**config.mk**
```make
export PLATFORM = sky130hd
export DESIGN_NAME = multiplier
export DESIGN_NICKNAME = d
export VERILOG_FILES = /design/src/rtl/multiplier_pkg.sv /design/src/rtl/mult_pp_array.sv /design/src/rtl/multiplier.sv
export SDC_FILE = /design/constraint.sdc
export NUM_CORES = 2
export LEC_CHECK = 0
export CAP_MARGIN = 25
export CORE_ASPECT_RATIO = 0.5
export CORE_MARGIN = 8
export CORE_UTILIZATION = 65
export CTS_CLUSTER_DIAMETER = 200
export DETAILED_ROUTE_END_ITERATION = 10
export PLACE_DENSITY = 0.84
export SLEW_MARGIN = 40
export SYNTH_ARGS = -nofsm -noshare
export SYNTH_HDL_FRONTEND = slang
export SYNTH_HIERARCHICAL = 1
export SYNTH_SLANG_ARGS = --single-unit
```
**constraint.sdc**
```tcl
create_clock -name clk -period 2.8 [get_ports clk]
set_input_delay 0.56 -clock clk [delete_from_list [all_inputs] [get_ports clk]]
set_output_delay 0.56 -clock clk [all_outputs]
set_load 0.005 [all_outputs]
```
**src/rtl/multiplier_pkg.sv**
```systemverilog
// Shared widths, product type and latency for the 32x32 multiplier.
// Latency depends on the MULTIPLIER_PIPE_EN macro (2 when defined, else 1).
package multiplier_pkg;

  localparam int OP_W   = 32;
  localparam int PROD_W = 64;

  typedef logic [PROD_W-1:0] prod_t;

`ifdef MULTIPLIER_PIPE_EN
  localparam int LATENCY = 2;
`else
  localparam int LATENCY = 1;
`endif

  // Bit 32 carries the sign only in signed mode, so one signed 33x33 multiply covers both modes.
  function automatic logic signed [OP_W:0] extend_op(input logic [OP_W-1:0] v, input logic symbol);
    return {symbol & v[OP_W-1], v};
  endfunction

endpackage

```
**src/rtl/mult_pp_array.sv**
```systemverilog
// Combinational partial-product generation: splits the extended multiplier into a
// 16-bit unsigned low half and a 17-bit signed high half, giving two 64-bit partial sums.
module mult_pp_array
  import multiplier_pkg::*;
(
  input  logic [OP_W-1:0] a,
  input  logic [OP_W-1:0] b,
  input  logic            symbol,
  output prod_t           pp_lo,
  output prod_t           pp_hi
);

  logic signed [OP_W:0] a_ext;
  logic signed [OP_W:0] b_ext;
  logic signed [49:0]   a_w;
  logic signed [49:0]   b_lo_w;
  logic signed [49:0]   b_hi_w;
  logic signed [49:0]   p_lo;
  logic signed [49:0]   p_hi;

  assign a_ext = extend_op(a, symbol);
  assign b_ext = extend_op(b, symbol);

  // Each 33x17 signed product fits exactly in 50 bits, so truncating to 50 loses nothing.
  assign a_w    = {{17{a_ext[OP_W]}}, a_ext};
  assign b_lo_w = {34'b0, b_ext[15:0]};
  assign b_hi_w = {{33{b_ext[OP_W]}}, b_ext[OP_W:16]};

  assign p_lo = a_w * b_lo_w;
  assign p_hi = a_w * b_hi_w;

  assign pp_lo = {{14{p_lo[49]}}, p_lo};
  assign pp_hi = {p_hi[47:0], 16'b0};

endmodule

```
**src/rtl/multiplier.sv**
```systemverilog
// Fully pipelined 32x32 -> 64 multiplier, unsigned or signed per operation via symbol.
// Defining MULTIPLIER_PIPE_EN registers the partial sums before the final add (latency 2).
module multiplier
  import multiplier_pkg::*;
(
  input  logic              clk,
  input  logic              rst,
  input  logic              in_valid,
  input  logic [OP_W-1:0]   a,
  input  logic [OP_W-1:0]   b,
  input  logic              symbol,
  output logic              out_valid,
  output logic [PROD_W-1:0] o
);

  prod_t pp_lo;
  prod_t pp_hi;

  mult_pp_array u_pp (
    .a      (a),
    .b      (b),
    .symbol (symbol),
    .pp_lo  (pp_lo),
    .pp_hi  (pp_hi)
  );

`ifdef MULTIPLIER_PIPE_EN
  prod_t pp_lo_p1;
  prod_t pp_hi_p1;
  logic  vld_p1;
  prod_t o_p2;
  logic  vld_p2;

  // p0 -> p1: capture partial sums
  always_ff @(posedge clk or posedge rst) begin
    if (rst) begin
      vld_p1   <= 1'b0;
      pp_lo_p1 <= '0;
      pp_hi_p1 <= '0;
    end else begin
      vld_p1 <= in_valid;
      if (in_valid) begin
        pp_lo_p1 <= pp_lo;
        pp_hi_p1 <= pp_hi;
      end
    end
  end

  // p1 -> p2: final add into the output register
  always_ff @(posedge clk or posedge rst) begin
    if (rst) begin
      vld_p2 <= 1'b0;
      o_p2   <= '0;
    end else begin
      vld_p2 <= vld_p1;
      if (vld_p1) o_p2 <= pp_lo_p1 + pp_hi_p1;
    end
  end

  assign out_valid = vld_p2;
  assign o         = o_p2;
`else
  prod_t o_p1;
  logic  vld_p1;

  // p0 -> p1: final add into the output register
  always_ff @(posedge clk or posedge rst) begin
    if (rst) begin
      vld_p1 <= 1'b0;
      o_p1   <= '0;
    end else begin
      vld_p1 <= in_valid;
      if (in_valid) o_p1 <= pp_lo + pp_hi;
    end
  end

  assign out_valid = vld_p1;
  assign o         = o_p1;
`endif

endmodule

```
==> results of run 1 <==
cell usage after synthesis (all sizes together) (13+ instances only):
cell / count
inv: 1245
fa: 1026
nand2: 798
and2: 364
ha: 296
clkbuf: 233
a21oi: 165
xnor2: 114
nor2: 98
o21ai: 94
a21o: 72
dfrtp: 65
mux2: 48
xor2: 42
buf: 39
and3: 32
o21bai: 30
nand3: 25
nand4: 24
nor3: 24
a31oi: 18
a211oi: 15
nor2b: 15
o21a: 14
o211ai: 13
metrics by stage:
stage               setup TNS [ns]  utilization  hold WS, ns  cell area, sq um  worst slack, ns
CTS                        -272.49        0.848        0.498             56700            -5.78
detailed placement         -324.95        0.784        0.483             52400            -6.73
global placement           -315.44        0.784        0.478             52400            -6.46
floorplan                  -246.20            -        0.475             45300            -5.71
kinds of logic after synthesis:
logic type | Yosys count
and+or+nand+nor | 1438
xor gates and xnor gates | 156
DFF | 65
muxes | 51
other | 1
buffers and inverters | 1517
adders and majority gates | 1322
AOI/OAI and AO/OA | 509
what timing repair did:
action / CTS
pin swaps: 180
buffers inserted: 172
hold buffers: 0
endpoints found under the setup margin: 62
gates cloned: 33
resized for setup: 628
hold endpoints to repair: 0
per-layer routing:
| metal | GRT overflow | track usage |
|---|---|---|
| met3 | 169 | 0.874 |
| met1 | 216 | 0.847 |
| met2 | 674 | 0.979 |
| met4 | 420 | 0.897 |
| met5 | 13 | 0.800 |
==> out/qor.txt, run 1 <==
================================================================================
Result of the run                                                   stopped before the end
Last stage the flow got to                                               5_1_grt
First reported error                                                [ERROR GRT-0232] Routing congestion too high. Check the congestion heatmap in the GUI.
Post-synthesis async set-or-reset flop share                                1.00
Dominant synthesized flop cell                                      sky130_fd_sc_hd__dfrtp_1
Number of I/O pins                                                           133
GRT repair_timing worst endpoint                                    o[48]$_DFFE_PP0P_/D
Post-synthesis register bit count                                             65
Routability cong.                                                           1.02
Die span in y                                                             200 um
Count of flip-flops with a built-in enable after synthesis                     0
Number of buffers between clock root and the deepest sink                      2
Synth Area in Adders                                                       0.553
Cells after DPL                                                             6607
Cells after Synth                                                           5059
Die X-Extent                                                              383 um
Half-perimeter wire length of the detailed placement result               107 mm
Cell chosen for the clock root                                      sky130_fd_sc_hd__clkbuf_16
Cell taking the most area after synthesis                           sky130_fd_sc_hd__fa_1
Initial standard-cell utilization of the core                              0.656
Total routing resource utilization after global routing                    0.895
Fraction of post-synthesis cell area in the top cell type by area          0.469
Number of clock sinks                                                         65
Mapped Area                                                         0.0438 sq mm
Area fraction in compound gates after synthesis                           0.0783
Average footprint of a synthesized cell                               8.66 sq um
Number of CTS-inserted buffers                                                 9
Combinational family with the most area after synthesis              adder cells
Htree depth                                                                    3
Synth unique cells                                                            90
Count of standard-cell rows                                                   67
Proportion of synthesized area in mux cells                               0.0130
Cells taking the most area after synthesis                          sky130_fd_sc_hd__fa_1, sky130_fd_sc_hd__inv_1, sky130_fd_sc_hd__ha_1
Number of warning messages in the yosys log                                    6
Port buffer count                                                            132
Post-synthesis share of cell area spent on xor and xnor gates             0.0312
Gr ovfl total                                                               1492
Worst endpoint type                                                 sequential cell input
Maximum number of pins on one net before global-route repair                  66
Simple-gate portion of the synthesized area                                0.154
Register area share after synthesis                                       0.0371
================================================================================
==> run 2, diff against run 1 <==
- CORE_ASPECT_RATIO: 0.5 -> default
- CORE_UTILIZATION: 65 -> 40
- CTS_CLUSTER_DIAMETER: 200 -> default
- PLACE_DENSITY: 0.84 -> default
- PLACE_DENSITY_LB_ADDON: default -> 0.15
==> out/qor.txt, run 2 <==
=======================================================================================
Antenna Diode Count                                                                   0
Type of the setup path with the least slack                                      in2reg
Tightest Hold Check Type                                                        reg2reg
Number of I/O pins                                                                  133   unchanged
Result of the run                                                          finished with violations
Wire length of the first global-routing pass                                     229 mm
Unrepaired setup endpoints after global routing                                     yes
Number of stages on the worst hold path                                               2
Number of violations reported at the end of detailed-routing iteration 0           2107
Post-synth top cells                                                       sky130_fd_sc_hd__inv_1, sky130_fd_sc_hd__fa_1, sky130_fd_sc_hd__nand2_1
Die X-Extent                                                                     347 um   -9.4%
Average footprint of a synthesized cell                                      8.66 sq um   unchanged
Number of warning messages in the yosys log                                           6   unchanged
Cell with the most instances on the worst path                             sky130_fd_sc_hd__fa_2
Max capacitance violation total                                                       0
Fraction of post-synthesis cell area in the top cell type by area                 0.469   unchanged
Most frequent cells in the layout                                          sky130_fd_sc_hd__inv_1, sky130_fd_sc_hd__fa_1, sky130_fd_sc_hd__buf_4
Kind of launch point of the worst setup path                                  input pin
FF-to-FF Start                                                                    o[61]
Highest clock frequency the design can meet                                     117 MHz
Cell taking the most area after synthesis                                  sky130_fd_sc_hd__fa_1
Transition time of the tightest slew-check pin                                 0.587 ns
Die span in y                                                                    347 um   +74%
Violations in the final reports                                            negative setup slack
Source-to-sink clock delay at the later pin of the worst-skew pair              0.34 ns
Htree depth                                                                           3   unchanged
Slowest CP cell                                                            sky130_fd_sc_hd__fa_1
Leading cell type by number of instances after synthesis                   sky130_fd_sc_hd__inv_1
Port buffer count                                                                   132   unchanged
Layout cells sized above 1                                                        0.271
HP Start                                                                          o[20]
Period minus WS final                                                           8.53 ns
PnR worst setup slack                                                          -5.73 ns
Core area                                                                   0.109 sq mm
Post-Place Worst Slack                                                         -6.90 ns   -0.179 ns
Worst Hold End                                                                    o[20]
Count of standard-cell rows                                                         121   +81%
Cells after Synth                                                                  5059   unchanged
Vias in the first global route                                                    40857
DRC errors left                                                                       0
Final routed wire length divided by cell count                                  19.3 um
Post-synthesis register bit count                                                    65   unchanged
First-pass detailed-route iteration total                                             5
Half-perimeter wire length of the detailed placement result                      112 mm   +4.6%
Final Max Tran Viols                                                                  0
Number of buffers between clock root and the deepest sink                             2   unchanged
# nets final                                                                       7420
ANT nets after route                                                                  0
Number of endpoints with negative hold slack in the final report                      0
Area grow syn2layout                                                              34.1%
Number of CTS-inserted buffers                                                        9   unchanged
Dominant synthesized flop cell                                             sky130_fd_sc_hd__dfrtp_1
Count of flip-flops with a built-in enable after synthesis                            0   unchanged
Gr ovfl total                                                                         0
Die Outline Area                                                            0.120 sq mm
Register-to-Register Path Depth                                                       2
TritonCTS clock tree                                                              built
Required time worst endpoint                                                    3.03 ns
Crit path DAT                                                                   8.76 ns
Post-synthesis async set-or-reset flop share                                       1.00   unchanged
Slowest cell delay on critical path                                             0.57 ns
Detailed Route WL                                                                144 mm
Via Count                                                                         37014
Flip-flop count of the largest register after layout                                 64
Mapped Area                                                                0.0438 sq mm   unchanged
Slack of the worst reg-to-reg path                                              1.76 ns
Antenna violations before repair                                                      4
Maximum fanout encountered on the critical timing path                                3
Initial standard-cell utilization of the core                                     0.403   -0.253
Relative slew slack                                                               0.607
Total routing resource utilization after global routing                           0.243
Maximum number of pins on one net before global-route repair                         46
Register area share after synthesis                                              0.0371   unchanged
Synth unique cells                                                                   90   unchanged
Endpoint of the worst-slack reg-to-reg timing path                                o[61]
Most common library cell in the layout ignoring fill and taps              sky130_fd_sc_hd__inv_1
Final setup violating endpoints                                                      61
Cell chosen for the clock root                                             sky130_fd_sc_hd__clkbuf_16
Number of clock sinks                                                                65   unchanged
Skew final                                                                         0 ns
Final clock period utilization by the worst path                                   3.05
Cells taking the most area after synthesis                                 sky130_fd_sc_hd__fa_1, sky130_fd_sc_hd__inv_1, sky130_fd_sc_hd__ha_1
Critical path capture point type                                               register
Worst-path clk slew                                                             0.06 ns
Routed vias/inst                                                                   4.97
Routability cong.                                                                 0.878   -14%
=======================================================================================
run 2: routing by layer:
metal / up-vias / GRT usage / wire (um)
met2: 968 / 0.423 / 69600
met4: 0 / 0.0789 / 6210
met1: 18860 / 0.309 / 60100
li1: 16921 / - / -
met5: - / 0 / 0
met3: 265 / 0.0363 / 7960
run 2: repair_timing:
item / in CTS / in global routing
endpoints found under the hold margin: 0 / 0
setup buffers: 195 / 41
hold buffers: 0 / 0
endpoints found under the setup margin: 62 / 62
resized for setup: 588 / 154
pin swaps: 231 / 128
gates cloned: 29 / 0
run 2: how the worst max path moves through the flow:
stage | endpoint | startpoint
final | o[52] | b[5]
after global routing | o[52] | b[5]
after CTS | o[52] | a[8]
after detailed placement | o[52] | a[13]
after global placement | o[52] | a[13]
after floorplan | o[52] | a[31]
run 2: logic make-up after synthesis:
group                      share of synthesized area
other                                      0.0000856
adders and majority gates                      0.553
and+or+nand+nor                                0.154
AOI/OAI and AO/OA                             0.0783
buffers and inverters                          0.133
muxes                                         0.0130
DFF                                           0.0371
xor gates and xnor gates                      0.0312
run 2: layout make-up:
type	instances	area [sq um]
multi-input combinational	3492	38800
fill	9984	49900
timing repair buffer	1217	11600
inverter	1245	4670
sequential	65	1630
tap	1414	1770
clock inverter	5	55.1
clock buffer	11	243
run 2: stage by stage:
stage / instances / hold WS (ns) / util / cell area (sq um) / TNS [ns]
floorplan: 5074 / 0.475 / - / 45300 / -246.20
global placement: 7173 / 0.476 / 0.492 / 53500 / -329.63
detailed placement: 7173 / 0.480 / 0.492 / 53500 / -331.72
CTS: 7413 / 0.493 / 0.532 / 57800 / -272.07
global route: 7449 / 0.520 / 0.541 / 58800 / -290.50
finish: 7449 / 0.490 / 0.541 / 58800 / -276.93
run 2: worst max-delay path, delay by kind of cell:
family / cells / cell delay, ns
AO/OA/AOI/OAI: 10 / 1.98
multiplexers: 1 / 0.26
XOR/XNOR: 2 / 0.16
adder cells (fa/ha/maj): 8 / 3.57
AND/OR/NAND/NOR: 5 / 1.21
buffers and inverters: 10 / 0.99
Power of run 2 is not shown: default switching activity piles up to over one toggle a cycle in this logic, so the estimate is an artifact.
